==> config.mk <==
export PLATFORM = sky130hd
export DESIGN_NAME = fifo_8x12b
export DESIGN_NICKNAME = d
export VERILOG_FILES = /design/src/rtl/fifo_pkg.sv /design/src/rtl/fifo_mem.sv /design/src/rtl/fifo_8x12b.sv
export SDC_FILE = /design/constraint.sdc
export NUM_CORES = 1
export LEC_CHECK = 0
export CORE_ASPECT_RATIO = 1.75
export CORE_UTILIZATION = 52
export CTS_CLUSTER_DIAMETER = 30
export CTS_CLUSTER_SIZE = 8
export DETAILED_ROUTE_END_ITERATION = 8
export PLACE_DENSITY = 0.76
export SLEW_MARGIN = 20
export SYNTH_ARGS = -nofsm -noshare
export SYNTH_HDL_FRONTEND = slang
export SYNTH_SLANG_ARGS = --single-unit
==> constraint.sdc <==
create_clock -name clk -period 3.3 [get_ports clk]
set_input_delay 0.99 -clock clk [delete_from_list [all_inputs] [get_ports clk]]
set_output_delay 0.99 -clock clk [all_outputs]
set_load 0.01 [all_outputs]
==> src/rtl/fifo_pkg.sv <==
// Shared definitions for the 8x12b FIFO: link-state encodings, geometry and threshold defaults.
package fifo_pkg;

    localparam int DATA_WIDTH = 12;
    localparam int DEPTH      = 8;
    localparam int THR_W      = 3;

    localparam logic [THR_W-1:0] THR_SUP_DEFAULT = 3'd6;
    localparam logic [THR_W-1:0] THR_INF_DEFAULT = 3'd1;

    typedef enum logic [3:0] {
        ST_RESET  = 4'b0001,
        ST_INIT   = 4'b0010,
        ST_IDLE   = 4'b0100,
        ST_ACTIVE = 4'b1000
    } link_state_e;

    // A threshold pair is usable only if almost-full is non-zero and sits above almost-empty.
    function automatic logic thr_valid(input logic [THR_W-1:0] sup, input logic [THR_W-1:0] inf);
        return (sup != '0) && (inf < sup);
    endfunction

endpackage

==> src/rtl/fifo_mem.sv <==
// Register-file storage for the FIFO: one synchronous write port, one asynchronous read port.
module fifo_mem #(
    parameter int DATA_WIDTH = 12,
    parameter int DEPTH      = 8,
    parameter int PTR_W      = $clog2(DEPTH)
) (
    input  logic                  clk,
    input  logic                  we,
    input  logic [PTR_W-1:0]      waddr,
    input  logic [DATA_WIDTH-1:0] wdata,
    input  logic [PTR_W-1:0]      raddr,
    output logic [DATA_WIDTH-1:0] rdata
);

    logic [DATA_WIDTH-1:0] mem [DEPTH];

    // NOTE: storage has no reset; pointers and count define which entries are meaningful.
    always_ff @(posedge clk) begin
        if (we) begin
            mem[waddr] <= wdata;
        end
    end

    assign rdata = mem[raddr];

endmodule

==> src/rtl/fifo_8x12b.sv <==
// Synchronous FIFO with link-state gating, programmable almost-full/empty thresholds and sticky error.
module fifo_8x12b
    import fifo_pkg::*;
#(
    parameter int DATA_WIDTH = fifo_pkg::DATA_WIDTH,
    parameter int DEPTH      = fifo_pkg::DEPTH
) (
    input  logic                  clk,
    input  logic                  reset,
    input  logic [3:0]            state,
    input  logic                  push,
    input  logic                  pop,
    input  logic [DATA_WIDTH-1:0] data_in,
    input  logic [THR_W-1:0]      umbral_superior,
    input  logic [THR_W-1:0]      umbral_inferior,
    output logic [DATA_WIDTH-1:0] data_out,
    output logic                  valid_out,
    output logic                  full,
    output logic                  empty,
    output logic                  almost_full,
    output logic                  almost_empty,
    output logic                  error
);

    localparam int PTR_W = $clog2(DEPTH);
    localparam int CNT_W = PTR_W + 1;
    localparam logic [CNT_W-1:0] FULL_CNT = CNT_W'(DEPTH);

    logic [PTR_W-1:0]      wr_ptr, rd_ptr;
    logic [CNT_W-1:0]      count;
    logic [THR_W-1:0]      thr_sup, thr_inf;
    logic [DATA_WIDTH-1:0] rd_data;

    logic clear, link_up, do_read, do_write, overflow, underflow, bad_thr;

    // NOTE: every combinational output gets a value on every path, so no latches are inferred.
    always_comb begin
        clear     = reset || (state == ST_RESET);
        link_up   = (state == ST_INIT) || (state == ST_IDLE) || (state == ST_ACTIVE);
        do_read   = link_up && pop && !empty;
        do_write  = link_up && push && (!full || do_read);
        overflow  = link_up && push && full && !do_read;
        underflow = link_up && pop && empty;
        bad_thr   = (state == ST_INIT) && !thr_valid(umbral_superior, umbral_inferior);
    end

    fifo_mem #(
        .DATA_WIDTH(DATA_WIDTH),
        .DEPTH     (DEPTH),
        .PTR_W     (PTR_W)
    ) u_mem (
        .clk  (clk),
        .we   (do_write && !clear),
        .waddr(wr_ptr),
        .wdata(data_in),
        .raddr(rd_ptr),
        .rdata(rd_data)
    );

    // NOTE: sequential state uses non-blocking assignments so all registers update from pre-edge values.
    always_ff @(posedge clk) begin
        if (clear) begin
            wr_ptr    <= '0;
            rd_ptr    <= '0;
            count     <= '0;
            data_out  <= '0;
            valid_out <= 1'b0;
            error     <= 1'b0;
            thr_sup   <= THR_SUP_DEFAULT;
            thr_inf   <= THR_INF_DEFAULT;
        end else begin
            valid_out <= do_read;
            if (do_read) begin
                data_out <= rd_data;
                rd_ptr   <= rd_ptr + 1'b1;
            end
            if (do_write) begin
                wr_ptr <= wr_ptr + 1'b1;
            end
            if (do_write && !do_read) begin
                count <= count + 1'b1;
            end else if (do_read && !do_write) begin
                count <= count - 1'b1;
            end
            if ((state == ST_INIT) && !bad_thr) begin
                thr_sup <= umbral_superior;
                thr_inf <= umbral_inferior;
            end
            if (overflow || underflow || bad_thr) begin
                error <= 1'b1;
            end
        end
    end

    // Flags come straight from the registered count, so they track the post-edge occupancy.
    assign full         = (count == FULL_CNT);
    assign empty        = (count == '0);
    assign almost_full  = (count >= CNT_W'(thr_sup));
    assign almost_empty = (count != '0) && (count <= CNT_W'(thr_inf));

endmodule

==> summary.txt <==
Status -> finished, final reports clean
Via count -> 3078
Num Clock Sinks -> 126
Crit path DAT -> 3.42 ns
Syn avg cell area -> 16.8 um^2
PwrDens -> 557 nW/um^2
Post-Syn Area -> 5290 um^2
Fillers -> 717
Synth Warn # -> 0
Worst R2R Path Depth -> 11
Netlist cell types -> 48
Die Wd -> 78.3 um
CP Max Fanout -> 5
Clock Tree Buf Depth -> 2
Nets -> 427
CTS tree -> built
Power consumption -> 3.64 mW
Static Leak -> 2.30 nW
Peak Freq -> 0.323 GHz
Clock Pin Slew Worst Setup and Hold Paths -> 0.05 ns
Period minus WS final -> 3.10 ns
Crit Path Class -> in -> reg
Drt drc -> 0
Clock root cell -> clkbuf_16
Syn Inst Count -> 315
Max rail drop VDD -> 0.000618 V
Yosys reg bits -> 126
Largest net degree at the start of global routing -> 27
Max Slew Vio Count -> 0
Ys async rst share -> 0%
Rows -> 48
Most common cell after layout, fill and taps aside -> edfxtp_1
ANT cells -> 0
Hold slack -> 0.480 ns
Vias in the first global route -> 3285
Routed length per instance -> 20.5 um
First-pass GRT wire length -> 17100 um
Total wire length -> 10700 um
Cells after DPL -> 493
DP HPWL -> 6690 um
Via/cell ratio -> 5.87
Antenna-violating nets left -> 0
Setup crit start kind -> input port
Worst-margin pin slew -> 0.783 ns
DIE AREA -> 10600 um^2
Die Y -> 135 um
Routability cong. -> 0.802
Core area -> 9850 um^2
Port-buffer cells -> 43
Layout cell share with drive strength beyond 1 -> 19.3%
# setup viols final -> 0
Fin. Hold Viols -> 0
Register area share after synthesis -> 65.8%
Clock skew -> 0.0109 ns
Hold Path Class -> reg -> reg
Initial Util -> 53.7%
Most frequent cells in the layout -> 96 x edfxtp_1, 41 x clkdlybuf4s50_1, 28 x dfxtp_1
Critical Path End Type -> flip-flop
Max-cap violations -> 0
Initial DRC count -> 164
Fin crit share -> 93.8%
IO Count -> 44
Total grt overflow -> 0
CTS buffer count -> 17
RSZ-0062 raised after global routing -> false
Worst Hold Depth -> 1
Worst endpoint required time -> 3.63 ns
Initial antenna violation count -> 0
Syn Nets -> 355
Slew HR -> 47.8%
Clk Latency, worst-skew pair -> 0.40 ns
Gr usage total -> 22.8%
Final non-filler cell total -> 524
Area growth syn-to-layout -> 23.6%
1st-pass router iterations -> 4
# H-tree levels -> 4
Number of synthesized flops with an enable pin -> 96
Post-layout util -> 66.4%
Synth Flop Type -> edfxtp_1
cell usage after synthesis, types with 4 or more instances:
library cell  instances  area (um^2)
nand3_1               9         45.0
nor4_1                6         37.5
dfxtp_1              30          601
nand2_1               4         15.0
mux4_2                4         90.1
o21ai_0              13         65.1
mux4_1               20          526
inv_1                14         52.6
nor2_1               11         41.3
mux2_2               12          135
or3_1                 6         37.5
ha_1                 13          163
a21oi_1              12         60.1
a22o_1               12          105
buf_2                 5         25.0
edfxtp_1             96         2880
cell families (layout without fill, tap and decap cells):
family	count (synthesis)	in the layout	share of synthesized area, %
xor+xnor	4	4	0.662
fa+ha+maj	14	14	3.45
simple gates	52	52	5.34
buf+inv	27	111	2.93
mux	38	38	14.6
compound gates	54	54	7.23
flops	126	126	65.8
state kept, by name, indices dropped and copies added (netlist names):
signal,cells
thr_sup,3
count,4
u_mem.mem,96
error,1
thr_inf,3
data_out,12
wr_ptr,3
valid_out,1
rd_ptr,3
worst paths after layout:
check,start,endpoint,slack (ns)
setup reg to reg,count[0],count[3],0.84
hold / removal,data_out[8],data_out[8],0.48
hold reg to reg,data_out[8],data_out[8],0.48
setup / recovery,state[1],count[3],0.20
per-layer routing:
metal  vias to the layer above  wire [um]  GRT usage [%]
met5                         -          0              0
met4                         0        260           11.3
met3                        18        459           5.52
met2                        97       5990           41.9
met1                      1544       4030           23.8
li1                       1419          -              -
per-stage QoR:
| stage | worst slack [ns] | instance area (um^2) | TNS [ns] |
|---|---|---|---|
| floorplan | -0.0770 | 5290 | -5.55 |
| global placement | 0.0248 | 6010 | 0 |
| detailed placement | -0.134 | 6010 | -0.190 |
| CTS | 0.0312 | 6530 | 0 |
| global route | 0.0557 | 6540 | 0 |
| finish | 0.205 | 6540 | 0 |
worst max-delay path, stage by stage:
cell and delay, ns:
clkdlybuf4s50_1 0.51, o21ai_0 0.30, o211a_1 0.21, nand2_1 0.07, inv_1 0.08, ha_1 0.16, inv_1 0.08, ha_1 0.33
a21oi_1 0.19, a211oi_1 0.10, a31oi_1 0.20, mux2i_1 0.21
power by group:
part / internal (mW) / total (mW) / switching (mW) / leakage, nW
clock network: 1.02 / 1.62 / 0.599 / 0.251
logic: 0.143 / 0.279 / 0.136 / 0.943
registers: 1.73 / 1.75 / 0.0197 / 1.11
area by class of cell:
class,instances,area (um^2),share of cell area (%)
Sequential cell,126,3490,53.3
Multi-Input combinational cell,162,1690,25.9
Inverter,14,52.6,0.804
Timing Repair Buffer,66,633,9.68
Clock buffer,22,444,6.79
Clock inverter,9,73.8,1.13
Tap cell,125,156,2.39
repair_timing:
action                     4_1_cts  5_1_grt
setup endpoints to repair        2        2
hold buffers                     0        0
resized for setup                2        3
buffers inserted                 0        0
pin swaps                        0        0
gates cloned                     0        0
Power figures use the tool's default switching activity.
